[src/rtl/mux_rr_feeder_if.sv]
// Handshake and data bundle between the four input channels, the feeder and the 4:1 bus multiplexer.
// Latency: none; wires only.
// Backpressure: carries in_ready per channel and out_ready from downstream.
interface mux_rr_feeder_if #(
    parameter int BUS_WIDTH = 5
);
    logic [3:0]           in_valid;
    logic [BUS_WIDTH-1:0] in_data0;
    logic [BUS_WIDTH-1:0] in_data1;
    logic [BUS_WIDTH-1:0] in_data2;
    logic [BUS_WIDTH-1:0] in_data3;
    logic [3:0]           in_ready;
    logic [BUS_WIDTH-1:0] D0;
    logic [BUS_WIDTH-1:0] D1;
    logic [BUS_WIDTH-1:0] D2;
    logic [BUS_WIDTH-1:0] D3;
    logic [1:0]           sel;
    logic                 out_valid;
    logic                 out_ready;
    logic [2:0]           pending;

    // Environment side: producers on the four channels plus the downstream consumer.
    modport master (
        output in_valid, in_data0, in_data1, in_data2, in_data3, out_ready,
        input  in_ready, D0, D1, D2, D3, sel, out_valid, pending
    );

    // Feeder side.
    modport slave (
        input  in_valid, in_data0, in_data1, in_data2, in_data3, out_ready,
        output in_ready, D0, D1, D2, D3, sel, out_valid, pending
    );
endinterface

[src/rtl/mux_rr_feeder.sv]
// Four one-entry channel buffers feeding a 4:1 mux, with round-robin sel and an output valid/ready handshake.
// Latency: 2 edges minimum from in_valid to out_valid (capture, then grant); back-to-back grants while several are full.
// Backpressure: out_ready low freezes sel/out_valid/D; a full channel drops in_ready until its word is transferred.
module mux_rr_feeder #(
    parameter int BUS_WIDTH = 5
) (
    input  logic           clk,
    input  logic           rst_n,
    mux_rr_feeder_if.slave bus
);

    typedef enum logic {
        IDLE  = 1'b0,
        GRANT = 1'b1
    } state_t;

    state_t               state;
    logic [3:0]           full;
    logic [3:0]           full_nx;
    logic [3:0]           capture;
    logic [3:0]           grant_mask;
    logic [3:0]           release_mask;
    logic [BUS_WIDTH-1:0] dreg    [4];
    logic [BUS_WIDTH-1:0] in_word [4];
    logic [1:0]           sel_q;
    logic [1:0]           ptr;
    logic                 out_valid_q;
    logic [2:0]           pending_q;
    logic                 xfer;
    logic [2:0]           pick_idle;
    logic [2:0]           pick_next;

    // Returns {found, index} of the first set bit of f scanning start, start+1, ... modulo 4.
    function automatic logic [2:0] first_full(input logic [3:0] f, input logic [1:0] start);
        logic [2:0] res;
        logic [1:0] idx;
        res = 3'b000;
        // Scan from the far end so the nearest hit to start is the one that sticks.
        for (int k = 3; k >= 0; k--) begin
            idx = start + 2'(k);
            if (f[idx]) begin
                res = {1'b1, idx};
            end
        end
        return res;
    endfunction

    function automatic logic [2:0] popcount4(input logic [3:0] f);
        return {2'b00, f[0]} + {2'b00, f[1]} + {2'b00, f[2]} + {2'b00, f[3]};
    endfunction

    // Capture/release decode and next-grant search; eligibility uses the flags as they stand this cycle.
    always_comb begin
        in_word[0]   = bus.in_data0;
        in_word[1]   = bus.in_data1;
        in_word[2]   = bus.in_data2;
        in_word[3]   = bus.in_data3;
        capture      = bus.in_valid & ~full;
        xfer         = (state == GRANT) && bus.out_ready;
        grant_mask   = 4'b0001 << sel_q;
        release_mask = xfer ? grant_mask : 4'b0000;
        full_nx      = (full & ~release_mask) | capture;
        pick_idle    = first_full(full, ptr);
        pick_next    = first_full(full & ~grant_mask, sel_q + 2'd1);
    end

    // Holding registers, occupancy flags and their registered popcount.
    always_ff @(posedge clk or negedge rst_n) begin
        if (!rst_n) begin
            full      <= 4'b0000;
            pending_q <= 3'd0;
            for (int i = 0; i < 4; i++) begin
                dreg[i] <= '0;
            end
        end else begin
            full      <= full_nx;
            pending_q <= popcount4(full_nx);
            for (int i = 0; i < 4; i++) begin
                if (capture[i]) begin
                    dreg[i] <= in_word[i];
                end
            end
        end
    end

    // Grant FSM: picks the next full channel in rotating order and holds it until downstream accepts.
    always_ff @(posedge clk or negedge rst_n) begin
        if (!rst_n) begin
            state       <= IDLE;
            sel_q       <= 2'd0;
            ptr         <= 2'd0;
            out_valid_q <= 1'b0;
        end else begin
            case (state)
                IDLE: begin
                    if (pick_idle[2]) begin
                        sel_q       <= pick_idle[1:0];
                        out_valid_q <= 1'b1;
                        state       <= GRANT;
                    end
                end
                GRANT: begin
                    if (bus.out_ready) begin
                        ptr <= sel_q + 2'd1;
                        if (pick_next[2]) begin
                            sel_q <= pick_next[1:0];
                        end else begin
                            out_valid_q <= 1'b0;
                            state       <= IDLE;
                        end
                    end
                end
            endcase
        end
    end

    assign bus.in_ready  = ~full;
    assign bus.D0        = dreg[0];
    assign bus.D1        = dreg[1];
    assign bus.D2        = dreg[2];
    assign bus.D3        = dreg[3];
    assign bus.sel       = sel_q;
    assign bus.out_valid = out_valid_q;
    assign bus.pending   = pending_q;

endmodule
[src/flat_wrapper.sv]
// flat-port wrapper written by rule: the top's interface ports become plain ports
module mux_rr_feeder_flat 
#(
    parameter int BUS_WIDTH = 5
)
  (clk, rst_n, bus_in_valid, bus_in_data0, bus_in_data1, bus_in_data2, bus_in_data3, bus_out_ready, bus_in_ready, bus_D0, bus_D1, bus_D2, bus_D3, bus_sel, bus_out_valid, bus_pending);
  mux_rr_feeder_if #(.BUS_WIDTH(BUS_WIDTH)) bus_i ();
  input  logic clk;
  input  logic rst_n;
  input wire logic [$bits(bus_i.in_valid)-1:0] bus_in_valid;
  input wire logic [$bits(bus_i.in_data0)-1:0] bus_in_data0;
  input wire logic [$bits(bus_i.in_data1)-1:0] bus_in_data1;
  input wire logic [$bits(bus_i.in_data2)-1:0] bus_in_data2;
  input wire logic [$bits(bus_i.in_data3)-1:0] bus_in_data3;
  input wire logic [$bits(bus_i.out_ready)-1:0] bus_out_ready;
  output wire logic [$bits(bus_i.in_ready)-1:0] bus_in_ready;
  output wire logic [$bits(bus_i.D0)-1:0] bus_D0;
  output wire logic [$bits(bus_i.D1)-1:0] bus_D1;
  output wire logic [$bits(bus_i.D2)-1:0] bus_D2;
  output wire logic [$bits(bus_i.D3)-1:0] bus_D3;
  output wire logic [$bits(bus_i.sel)-1:0] bus_sel;
  output wire logic [$bits(bus_i.out_valid)-1:0] bus_out_valid;
  output wire logic [$bits(bus_i.pending)-1:0] bus_pending;
  assign bus_i.in_valid = bus_in_valid;
  assign bus_i.in_data0 = bus_in_data0;
  assign bus_i.in_data1 = bus_in_data1;
  assign bus_i.in_data2 = bus_in_data2;
  assign bus_i.in_data3 = bus_in_data3;
  assign bus_i.out_ready = bus_out_ready;
  assign bus_in_ready = bus_i.in_ready;
  assign bus_D0 = bus_i.D0;
  assign bus_D1 = bus_i.D1;
  assign bus_D2 = bus_i.D2;
  assign bus_D3 = bus_i.D3;
  assign bus_sel = bus_i.sel;
  assign bus_out_valid = bus_i.out_valid;
  assign bus_pending = bus_i.pending;
  mux_rr_feeder #(.BUS_WIDTH(BUS_WIDTH)) u_core (.clk(clk), .rst_n(rst_n), .bus(bus_i));
endmodule
[config.mk]
export PLATFORM = sky130hd
export DESIGN_NAME = mux_rr_feeder_flat
export DESIGN_NICKNAME = d
export VERILOG_FILES = /design/src/rtl/mux_rr_feeder_if.sv /design/src/rtl/mux_rr_feeder.sv /design/src/flat_wrapper.sv
export SDC_FILE = /design/constraint.sdc
export NUM_CORES = 1
export LEC_CHECK = 0
export CAP_MARGIN = 30
export CORE_UTILIZATION = 60
export DETAILED_ROUTE_END_ITERATION = 8
export DONT_BUFFER_PORTS = 1
export PLACE_DENSITY = 0.79
export RECOVER_POWER = 50
export SLEW_MARGIN = 25
export SYNTH_ARGS = -nofsm -noshare
export SYNTH_HDL_FRONTEND = slang
export SYNTH_SLANG_ARGS = --single-unit
export TNS_END_PERCENT = 1
[constraint.sdc]
create_clock -name clk -period 4 [get_ports clk]
set_clock_uncertainty 0.1 [all_clocks]
set_input_delay 1.2 -clock clk [delete_from_list [all_inputs] [get_ports clk]]
set_output_delay 1.2 -clock clk [all_outputs]
set_load 0.01 [all_outputs]
==> flow_summary.ini <==
[worst_setup_path]
worstPathCellList = and2_0 -> a31oi_1 -> ha_1 -> fa_1 -> ha_1
timing.rr.start = u_core.bus.sel[0]$_DFFE_PN0P_
crit_type = input port to flop
cp_slowest_cell = fa_1
reg2regPathDepth = 6
critPathLaunchType = input port
cp.required_ps = 4130
crit_path_max_incr_delay_ps = 410
path_max_fanout = 8
critPathArrivalTime_ps = 2770
reg2reg_slack_ps = 1480
endpoint_kind = flop
timing.rr.end = u_core.bus.pending[1]$_DFF_PN0_
crit_top_cell = ha_1

[yosys]
yosys-top-cells-count = dfrtp_1 (33), mux2_2 (20), nor2_1 (12)
synth_area_sq_mm = 0.00168
synth-main-ff-cell = dfrtp_1
yosys.area_share.simple_pct = 12.5
synthMuxAreaShare_pct = 15.2
postSynthAreaPerCell_sq_um = 11.6
netlist_instances = 144
synth-xor-area-share_pct = 0
syn_nets = 178
synth.yosys.seq_area_share_pct = 49.3
synth_most_common_cell = dfrtp_1
async_reset_ff_share_pct = 100
yosysWarnings = 0
synth_edf_count = 0
synth_adder_area_share_pct = 5.67
synth_top_family_by_area = multiplexers
synth.distinct_cells = 39
synth-compound-area-share_pct = 11.3
synth_top_area_cell = dfrtp_1
synth_seq_cells = 33
yosys.area.top_type_share_pct = 49.3
synth_area_leaders = dfrtp_1 (49%), mux2_2 (13%), ha_1 (4.5%), nor2_1 (2.7%), nand2_1 (2.0%)

[sta]
tightest_slew_ps = 489
timing.final.crit_period_ps = 2640
max-slew-margin-rel_pct = 67.4
setup_viol = 0
max_freq_mhz = 379
rsz0062_at_grt = false
hold_violations = 0
final.setup.tns_ps = 0
maxSlewViolCount = 0
fin_crit_sh_pct = 66.0

[placed_design]
gp_congestion = 0.832
hpwl_um = 2310
dpl-instance-area_sq_mm = 0.00166
io_buffers = 0

[layout]
drive_gt1_share_pct = 24.1
diodes = 0
fin_area_sq_mm = 0.00171
n_fill_cell = 208
fin_nets = 178
syn2layout_area_growth_pct = 2.16

[clock_tree]
cts_htree_levels = 2
post_cts_resized = 0
clk_pin_slew_ps = 110
clk_latency_ps = 340
clockBufferDepth = 2
cts-hold-fix-buffers = 0
cts_tree = done
numCtsBuffers = 5
cts_sinks = 33
cts_root_buf = clkbuf_4
cts_setup_buffers = 0

[status]
status = finished, final reports clean

[power_and_ir_drop]
pwr-share-comb_pct = 38.9
p_switching_w = 0.000642
clock_power_share_pct = 12.0
leakagePower_nw = 0.757
p_seq_share_pct = 49.1
internal-power_w = 0.000869
irDropWorstVdd_mv = 0.546
pwr_density_cell_mw_per_mm2 = 882
p_sw_share_pct = 42.5

[global_route]
grt.total_usage_pct = 23.1
grt_overflow = 0
grt_max_degree = 34
gr-max-usage-layer = met2
use_met1_pct = 27.3
grt_pass1_vias = 1083
antenna_found_initial = 0
grt_pass1_wl_um = 4680
use_met2_pct = 37.3
use_met3_pct = 9.44

[floorplan]
io-pin-count = 57
die_y_um = 54.9
die_x_um = 54.9
dieArea_sq_mm = 0.00301
coreArea_sq_mm = 0.00257
core.rowCount = 18
start_util_pct = 65.3

[route]
wl_um = 3120
routed_via_density = 6.18
drt_pass1_iterations = 4
routedWlPerCell_um = 17.8
ant_nets = 0
remaining_drc_errors = 0
drt_iter0_drc = 21
dr_total_vias = 1082

[min_path]
hold_class = input port to asynchronous set/reset pin

[flow_run]
max_cap_viol_count = 0
critical path, delay by kind of cell:
kind / cells / cell delay [ps]
fa+ha+maj: 3 / 1040
compound gates: 1 / 180
simple gates: 1 / 350
metrics by stage:
step                power [W]  cells  util (%)  setup slack (ps)  hold slack [ps]
finish                0.00151    175      66.7              1360              439
detailed placement    0.00134    167      64.6              1090              466
global route          0.00162    175      66.7              1280              415
floorplan             0.00124    144         -              1160              444
CTS                   0.00152    175      66.7              1460              425
global placement      0.00130    167      64.6              1160              460
flip-flops by register name (all words and copies together) (netlist names):
signal                cells
u_core.bus.sel            2
u_core.bus.D1             5
u_core.bus.out_valid      1
u_core.state              1
u_core.bus.D3             5
u_core.full               4
u_core.bus.pending        3
u_core.ptr                2
u_core.bus.D2             5
u_core.bus.D0             5
final cells by class:
class | instances | area, sq um | area share, %
Clock inverter | 3 | 17.5 | 1.02
Sequential cell | 33 | 826 | 48.2
Tap cell | 30 | 37.5 | 2.19
Multi-Input combinational cell | 96 | 751 | 43.8
Inverter | 8 | 43.8 | 2.56
Clock buffer | 5 | 37.5 | 2.19
metal layers:
layer	wire, um	part of all wire (%)
met1	1290	41
met2	1480	48
met3	276	8.8
met4	71	2.3
met5	0	0
worst max-delay path by stage:
stage                        from                         endpoint  slack (ps)
floorplan           bus_out_ready  u_core.bus.pending[1]$_DFF_PN0_        1160
global placement    bus_out_ready  u_core.bus.pending[1]$_DFF_PN0_        1160
detailed placement  bus_out_ready  u_core.bus.pending[1]$_DFF_PN0_        1090
CTS                 bus_out_ready  u_core.bus.pending[1]$_DFF_PN0_        1460
global route        bus_out_ready  u_core.bus.pending[1]$_DFF_PN0_        1280
finish              bus_out_ready  u_core.bus.pending[1]$_DFF_PN0_        1360
layout by cell type, fill, tap and decap left out, types with 2 or more instances in the layout:
cell       n
mux2i_1    3
mux2_2    20
o22ai_1    2
clkinv_2   2
a21oi_1    4
o21ai_0    4
a31oi_1    4
a221oi_1   2
inv_1      6
nor2b_1    5
nor2_1    12
ha_1       6
dfrtp_1   33
or2b_1     2
nand2b_1   2
clkbuf_4   5
o211ai_1   3
nor3_1     2
nand2_1    9
kinds of logic (layout without fill, tap and decap cells):
kind of cell    count (synthesis)  after routing
fa+ha+maj                       7              7
simple gates                   39             39
flops                          33             33
mux                            23             23
compound gates                 27             27
buf+inv                        15             16
power groups by stage:
stage / Sequential, W / Combinational, W / Clock [W]
floorplan: 0.000655 / 0.000581 / 0
global placement: 0.000744 / 0.000555 / 0
detailed placement: 0.000750 / 0.000587 / 0
CTS: 0.000746 / 0.000589 / 0.000186
global route: 0.000773 / 0.000648 / 0.000199
finish: 0.000742 / 0.000588 / 0.000181
Power figures use the tool's default switching activity.
